$ cat src/rtl/fetch_pkg.sv
// Shared types and helpers for the instruction-fetch stage.
package fetch_pkg;

    localparam int PC_W = 32;
    localparam logic [PC_W-1:0] NOP_INSTR_DEFAULT = 32'h0000_0000;

    typedef enum logic [1:0] {
        FETCH = 2'd0,
        HOLD  = 2'd1,
        DROP  = 2'd2
    } fetch_state_t;

    // PC arithmetic wraps modulo 2^32.
    function automatic logic [PC_W-1:0] pc_plus4(input logic [PC_W-1:0] pc);
        return pc + 32'd4;
    endfunction

    function automatic logic [PC_W-1:0] word_align(input logic [PC_W-1:0] pc);
        return {pc[PC_W-1:2], 2'b00};
    endfunction

endpackage

$ cat src/rtl/if_id_reg.sv
// IF/ID pipeline register: bubble wins over load, otherwise the contents hold.
module if_id_reg
    import fetch_pkg::*;
#(
    parameter logic [PC_W-1:0] NOP_INSTR = NOP_INSTR_DEFAULT
) (
    input  logic            clk_i,
    input  logic            rst_n,
    input  logic            load,
    input  logic            bubble,
    input  logic [PC_W-1:0] load_pc4,
    input  logic [PC_W-1:0] load_instr,
    output logic [PC_W-1:0] pc4,
    output logic [PC_W-1:0] instr,
    output logic            valid
);

    always_ff @(posedge clk_i or negedge rst_n) begin
        if (!rst_n) begin
            pc4   <= '0;
            instr <= NOP_INSTR;
            valid <= 1'b0;
        end else if (bubble) begin
            pc4   <= '0;
            instr <= NOP_INSTR;
            valid <= 1'b0;
        end else if (load) begin
            pc4   <= load_pc4;
            instr <= load_instr;
            valid <= 1'b1;
        end
    end

endmodule

$ cat src/rtl/fetch_stage.sv
// Instruction-fetch stage: PC, imem handshake, one-entry fetch buffer and IF/ID.
module fetch_stage
    import fetch_pkg::*;
#(
    parameter logic [PC_W-1:0] RESET_PC  = 32'h0000_0000,
    parameter logic [PC_W-1:0] NOP_INSTR = NOP_INSTR_DEFAULT
) (
    input  logic            clk_i,
    input  logic            rst_n,
    input  logic            pc_write_i,
    input  logic            ii_write_i,
    input  logic            branch_taken_i,
    input  logic [PC_W-1:0] branch_target_i,
    output logic            imem_req_o,
    output logic [PC_W-1:0] imem_addr_o,
    input  logic            imem_ready_i,
    input  logic [PC_W-1:0] imem_rdata_i,
    output logic [PC_W-1:0] pc_o,
    output logic [PC_W-1:0] ii_pc4_o,
    output logic [PC_W-1:0] ii_instr_o,
    output logic            ii_valid_o
);

    localparam logic [PC_W-1:0] RESET_PC_AL = {RESET_PC[PC_W-1:2], 2'b00};

    fetch_state_t    state;
    logic [PC_W-1:0] pc_r;
    logic [PC_W-1:0] addr_r;
    logic            req_r;
    logic [PC_W-1:0] buf_pc;
    logic [PC_W-1:0] buf_instr;

    logic            adv;
    logic [PC_W-1:0] target;
    logic            ii_load;
    logic            ii_bubble;
    logic [PC_W-1:0] ld_pc4;
    logic [PC_W-1:0] ld_instr;

    // A mismatched PCWrite/IIWrite pair behaves like a full stall.
    assign adv    = pc_write_i & ii_write_i;
    assign target = word_align(branch_target_i);

    assign imem_req_o  = req_r;
    assign imem_addr_o = addr_r;
    assign pc_o        = pc_r;

    always_comb begin
        ii_load   = 1'b0;
        ii_bubble = 1'b0;
        ld_pc4    = pc_plus4(addr_r);
        ld_instr  = imem_rdata_i;
        if (branch_taken_i) begin
            ii_bubble = 1'b1;
        end else begin
            unique case (state)
                FETCH: begin
                    if (req_r) begin
                        if (imem_ready_i && adv) begin
                            ii_load = 1'b1;
                        end else if (!imem_ready_i && ii_write_i) begin
                            ii_bubble = 1'b1;
                        end
                    end
                end
                HOLD: begin
                    if (adv) begin
                        ii_load  = 1'b1;
                        ld_pc4   = pc_plus4(buf_pc);
                        ld_instr = buf_instr;
                    end
                end
                DROP: begin
                    if (ii_write_i) begin
                        ii_bubble = 1'b1;
                    end
                end
                default: begin
                end
            endcase
        end
    end

    // req_r stays low for the first cycle after reset release so that a
    // stale ready during reset exit is never mistaken for a completed fetch.
    // In DROP, addr_r keeps the outstanding address while pc_r holds the
    // redirect target.
    always_ff @(posedge clk_i or negedge rst_n) begin
        if (!rst_n) begin
            state     <= FETCH;
            pc_r      <= RESET_PC_AL;
            addr_r    <= RESET_PC_AL;
            req_r     <= 1'b0;
            buf_pc    <= '0;
            buf_instr <= NOP_INSTR;
        end else if (branch_taken_i) begin
            pc_r <= target;
            if (state == DROP || (state == FETCH && req_r && !imem_ready_i)) begin
                state <= DROP;
                req_r <= 1'b1;
            end else begin
                state  <= FETCH;
                addr_r <= target;
                req_r  <= 1'b1;
            end
        end else begin
            unique case (state)
                FETCH: begin
                    if (!req_r) begin
                        req_r <= 1'b1;
                    end else if (imem_ready_i) begin
                        if (adv) begin
                            pc_r   <= pc_plus4(addr_r);
                            addr_r <= pc_plus4(addr_r);
                        end else begin
                            buf_pc    <= addr_r;
                            buf_instr <= imem_rdata_i;
                            state     <= HOLD;
                            req_r     <= 1'b0;
                        end
                    end
                end
                HOLD: begin
                    if (adv) begin
                        pc_r   <= pc_plus4(buf_pc);
                        addr_r <= pc_plus4(buf_pc);
                        state  <= FETCH;
                        req_r  <= 1'b1;
                    end
                end
                DROP: begin
                    if (imem_ready_i) begin
                        addr_r <= pc_r;
                        state  <= FETCH;
                    end
                end
                default: begin
                    state <= FETCH;
                    req_r <= 1'b1;
                end
            endcase
        end
    end

    if_id_reg #(
        .NOP_INSTR(NOP_INSTR)
    ) u_if_id (
        .clk_i      (clk_i),
        .rst_n      (rst_n),
        .load       (ii_load),
        .bubble     (ii_bubble),
        .load_pc4   (ld_pc4),
        .load_instr (ld_instr),
        .pc4        (ii_pc4_o),
        .instr      (ii_instr_o),
        .valid      (ii_valid_o)
    );

endmodule

$ cat config.mk
export PLATFORM = sky130hd
export DESIGN_NAME = fetch_stage
export DESIGN_NICKNAME = d
export VERILOG_FILES = /design/src/rtl/fetch_pkg.sv /design/src/rtl/if_id_reg.sv /design/src/rtl/fetch_stage.sv
export SDC_FILE = /design/constraint.sdc
export NUM_CORES = 1
export LEC_CHECK = 0
export CAP_MARGIN = 10
export CORE_UTILIZATION = 25
export CTS_CLUSTER_DIAMETER = 150
export DETAILED_ROUTE_END_ITERATION = 7
export SYNTH_ARGS = -nofsm -noshare
export SYNTH_HDL_FRONTEND = slang
export SYNTH_SLANG_ARGS = --single-unit
$ cat constraint.sdc
create_clock -name clk_i -period 5.7 [get_ports clk_i]
set_input_delay 0.855 -clock clk_i [delete_from_list [all_inputs] [get_ports clk_i]]
set_output_delay 0.855 -clock clk_i [all_outputs]
set_load 0.005 [all_outputs]
== Word-level counts from Yosys, hierarchy flattened ==
Index checks and enable logic that the tools add are counted.

* Eq/ne operators: 10
* Add/sub/neg operators: 2
* Bitwise gates (word level): 3
* Mux-type cells: 46
* Reduce and logical (&&, ||, !) cells: 16

{| class="wikitable"
|+ Operator list
! kind !! number
|-
| 32-bit 2-to-1 mux || 18
|-
| 32-bit one-hot mux with 3 select lines || 1
|-
| 32-bit by 3-bit adder with 32-bit output, second input constant || 2
|-
| 32-bit one-hot mux with 2 select lines || 1
|-
| 3-bit != test, second input constant || 6
|-
| 1-bit 2-to-1 mux || 15
|-
| 5-bit AND reduction || 3
|-
| 2-bit 2-to-1 mux || 7
|-
| 7-bit AND reduction || 1
|-
| 2-bit one-hot mux with 3 select lines || 1
|-
| 1-bit logical AND || 4
|-
| 2-bit != test, second input constant || 2
|-
| 1-bit one-hot mux with 2 select lines || 2
|-
| 4-bit AND reduction || 1
|-
| 4-bit nonzero test || 1
|-
| 1-bit one-hot mux with 3 select lines || 1
|-
| 3-bit nonzero test || 1
|-
| 2-bit by 1-bit equality test with 1-bit output, second input constant || 1
|-
| 2-bit equality test, second input constant || 1
|-
| 2-bit logical NOT || 1
|-
| 1-bit inverter || 2
|-
| 2-bit AND reduction || 1
|-
| 2-bit nonzero test || 1
|-
| 1-bit bitwise AND || 1
|-
| other kinds (2) || 2
|}

* Word-level logic and storage cells: 86
* Output and inout bits: 130
* Register bits after elaboration: 196

== Longest topological paths before layout ==
* Depth after elaboration: 8
* Mapped depth: 11
* Mapped depth without buffers: 8

== Cells and area by module ==
From an unflattened synthesis, not the netlist that was laid out.

* Cells, all modules: 1263
* Area total of the unflattened synthesis: 11674.9 sq um

{| class="wikitable"
|+ By module, submodules not included
! module !! times used !! cells an instance !! area each (sq um)
|-
| fetch_stage || 1 || 1054 || 9037.4
|-
| if_id_reg || 1 || 209 || 2637.5
|}

== Least setup slack after synthesis ==
No wires, ideal clock.

* Path type: in2reg
* Start point: in branch_taken_i
* End point: reg addr_r[29], in the netlist imem_addr_o[29]
* Required time: 5.574 ns
* Slack: 3.191 ns
* Arrival time: 2.384 ns
* Stages: 7
* Path through: inv_1 > clkbuf_1 > a31o_2 > a2111oi_4 > clkbuf_1 > o21ai_0 > a221o_1

* Longest elaborated chain between the ends: 2

{| class="wikitable"
|+ RTL lines
! what !! RTL line !! text
|-
| from (decl) || fetch_stage.sv:12 || <nowiki>input logic branch_taken_i,</nowiki>
|-
| 3-bit != test (no source line), or another cell as far along || -- ||
|-
| 7-bit AND reduction (no source line) || -- ||
|-
| to (signal assigned) || fetch_stage.sv:103 || <nowiki>addr_r <= target;</nowiki>
|-
| to (signal assigned) || fetch_stage.sv:114 || <nowiki>addr_r <= pc_plus4(addr_r);</nowiki>
|-
| to (signal assigned) || fetch_stage.sv:126 || <nowiki>addr_r <= pc_plus4(buf_pc);</nowiki>
|-
| to (decl) || fetch_stage.sv:28 || <nowiki>logic [PC_W-1:0] addr_r;</nowiki>
|}

Several ways; a longest one is shown, not always the timed one.
A chain may end at the register's enable or synchronous reset.

== Final worst setup path ==
* Start point: in ii_write_i
* End point: reg addr_r[20], in the netlist imem_addr_o[20]

* Longest elaborated chain between the ends: 3

{| class="wikitable"
|+ RTL lines
! what !! RTL line !! text
|-
| from (decl) || fetch_stage.sv:11 || <nowiki>input logic ii_write_i,</nowiki>
|-
| 1-bit bitwise AND (*) || fetch_stage.sv:41 || <nowiki>assign adv = pc_write_i & ii_write_i;</nowiki>
|-
| 3-bit != test (no source line) || -- ||
|-
| 7-bit AND reduction (no source line) (*) || -- ||
|}

Mark *: on every way between the ends. The rest lies on a longest branch, timed or not.

==> results.sh <==
export IMPL_grt_overflow=0
export IMPL_viasPerCell=5.25
export IMPL_io_pin_count=200
export IMPL_synth_top_area_cell="dfrtp_1"
export IMPL_synth_edf_count=0
export IMPL_avgSynthCellArea_um2=9.16
export IMPL_rsz0062_at_grt="false"
export IMPL_dp_hpwl_mm=28.4
export IMPL_hold_path_class="input port to asynchronous set/reset pin"
export IMPL_layout_commonest_cell="nand2_1"
export IMPL_synth_distinct_cells=71
export IMPL_end_kind="flip-flop"
export IMPL_yosys_warnings=0
export IMPL_fp_dieH_um=210
export IMPL_syn_to_final_growth_pct=29.4
export IMPL_cts_tree="yes"
export IMPL_power_density_nw_per_um2=479
export IMPL_period_needed_ps=3390
export IMPL_min_period_over_period_pct=59.5
export IMPL_critPathMaxFanout=23
export IMPL_ys_async_sr_fraction_pct=100
export IMPL_tightest_slew_ps=1210
export IMPL_grtUsageTotal_pct=18.7
export IMPL_holdWs_ps=443
export IMPL_remaining_drc_errors=0
export IMPL_clk_latency_ps=450
export IMPL_die_area_um2=44100
export IMPL_required_ps=6060
export IMPL_routed_wl_mm=41.2
export IMPL_cts_htree_levels=4
export IMPL_grt_pass1_vias=9597
export IMPL_grt_antenna_before_repair=2
export IMPL_numCtsBuffers=17
export IMPL_rows=75
export IMPL_timing_final_ws_setup_ps=2310
export IMPL_crit_path_end="imem_addr_o[20]"
export IMPL_grt_pass1_wl_mm=62.2
export IMPL_critPathArrivalTime_ps=3750
export IMPL_critical_path_class="input port to flip-flop"
export IMPL_clock_sinks=196
export IMPL_die_x_um=210
export IMPL_drt_iter0_drc=1036
export IMPL_status="complete, no violations"
export IMPL_ctsHoldBuffers=0
export IMPL_cp_start_kind="input port"
export IMPL_synthesis_nets=1255
export IMPL_wl_per_cell_um=21.4
export IMPL_cts_setup_buffers=0
export IMPL_setup_tns_ps=0
export IMPL_hold_violations=0
export IMPL_rrSetupSlack_ps=2360
export IMPL_cts_buffer_depth=2
export IMPL_ir_drop_v=0.000200
export IMPL_fill_cells=4340
export IMPL_final_antenna_net_count=0
export IMPL_final_cell_mix="nand2_1, dfrtp_1, clkdlybuf4s50_1"
export IMPL_setup_violations_final=0
export IMPL_netlist_area_um2=10800
export IMPL_portBuffers=197
export IMPL_cts_root_buf="clkbuf_16"
export IMPL_synth_main_ff_cell="dfrtp_1"
export IMPL_initial_core_util_pct=25.5
export IMPL_reg2reg_depth=9
export IMPL_timing_rr_start="state[1]"
export IMPL_syn_inst=1180
export IMPL_dr_pass1_iters=7
export IMPL_gp_congestion=0.922
export IMPL_leakage_nw=5.56
export IMPL_synth_seq_area_share_pct=45.4
export IMPL_synth_area_top_cells="dfrtp_1, mux2_2, nand2_1, nor2_1, a311oi_1"
export IMPL_grt_max_degree=89
export IMPL_pre_cts_ws_ps=1870
export IMPL_via_count=10100
export IMPL_fin_util_pct=33.1
export IMPL_post_cts_resized=0
export IMPL_drv_cap=0
export IMPL_yosysTopAreaCellShare_pct=45.4
export IMPL_place_area_um2=13400
export IMPL_core_um2=42300
export IMPL_skew_ps=11.3
export IMPL_ys_seq_elements=196
export IMPL_slew_viol_final=0
export IMPL_max_freq_mhz=295
export IMPL_clk_pin_slew_worst_paths_ps=80
export IMPL_crit_start="ii_write_i"
export IMPL_fin_nets=1406
export IMPL_postLayoutCellArea_um2=14000
export IMPL_max_slew_margin_rel_pct=18.3
export IMPL_reg2reg_to="pc_o[25]"
export IMPL_drive_above_1_share_pct=11.2
==> layer usage <==
| metal | routed length, um | global-route usage [%] |
|---|---|---|
| met2 | 17900 | 27.9 |
| met4 | 876 | 5.24 |
| met3 | 3570 | 4.14 |
| met5 | 13 | 0 |
| met1 | 18800 | 27.0 |
==> report_power, final <==
part	internal, W	switching, W	leakage [nW]	total (W)
Sequential	0.00183	0.000536	2.47	0.00236
Combinational	0.00131	0.00171	2.79	0.00302
Clock	0.000707	0.000615	0.304	0.00132
Total	0.00384	0.00286	5.56	0.00670
==> sequential cells by signal, indices dropped and copies added (netlist names) <==
| signal | flops |
|---|---|
| buf_instr | 32 |
| buf_pc | 32 |
| imem_addr_o | 32 |
| pc_o | 32 |
| u_if_id.instr | 32 |
| u_if_id.pc4 | 32 |
| state | 2 |
| imem_req_o | 1 |
| u_if_id.valid | 1 |
==> how the worst min path moves through the flow <==
| stage | endpoint | slack [ps] | cells past startpoint | from |
|---|---|---|---|---|
| after floorplan | buf_instr[10] | 480 | 1 | buf_instr[10] |
| after global placement | u_if_id.pc4[18] | 490 | 2 | u_if_id.pc4[18] |
| after detailed placement | buf_instr[16] | 490 | 1 | buf_instr[16] |
| after CTS | buf_instr[1] | 480 | 1 | rst_n |
| after global routing | buf_instr[1] | 490 | 1 | rst_n |
| final | buf_instr[1] | 440 | 1 | rst_n |
==> critical path, stage by stage <==
cell	delay, ps
clkdlybuf4s50_1	520
and2_1	570
nor3_1	190
a2111o_1	710
nor2_1	550
o21ai_0	160
o21ai_0	180
==> per-stage QoR <==
step / power, W / cells
3_5_place_dp: 0.00538 / 1889
3_3_place_gp: 0.00532 / 1889
4_1_cts: 0.00671 / 1921
6_report: 0.00670 / 1922
2_1_floorplan: 0.00404 / 1180
5_1_grt: 0.00712 / 1921
==> synth_stat cells, types with 6 or more instances <==
master and instances:
a31oi_1 15, dfrtp_1 196, o221ai_1 6, mux2i_1 17
clkbuf_1 70, or3_1 7, a221oi_1 15, inv_1 19
buf_1 10, nor4_1 9, nand3_1 45, nand2b_1 6
xnor2_1 23, nand4_1 13, a311oi_1 38, xor2_1 30
and4_1 6, nor2_1 114, o211ai_1 16, a21oi_1 53
a22o_1 7, o31ai_1 6, nand2_1 199, o21ai_0 64
and3_1 15, nor3_1 20, a22oi_1 6, mux2_2 71
==> final cells by class <==
class	count	area, um^2	share of cell area, %
Multi-Input combinational cell	879	5540	39.6
Sequential cell	196	4900	35.0
Timing Repair Buffer	218	2140	15.3
Tap cell	577	722	5.16
Clock buffer	17	425	3.04
Clock inverter	15	191	1.37
Inverter	19	71.3	0.510
Antenna cell	1	2.50	0.0179
==> cell families (layout without fill, tap and decap cells) <==
family | count (synthesis) | after routing | synth area share [%]
AO/OA/AOI/OAI | 276 | 276 | 17.7
XOR/XNOR | 53 | 53 | 4.29
adder cells (fa/ha/maj) | 5 | 5 | 0.579
buffers and inverters | 105 | 269 | 3.71
flip-flops | 196 | 196 | 45.4
multiplexers | 88 | 88 | 8.97
other | 0 | 1 | 0
AND/OR/NAND/NOR | 457 | 457 | 19.4
Power figures use the tool's default switching activity.
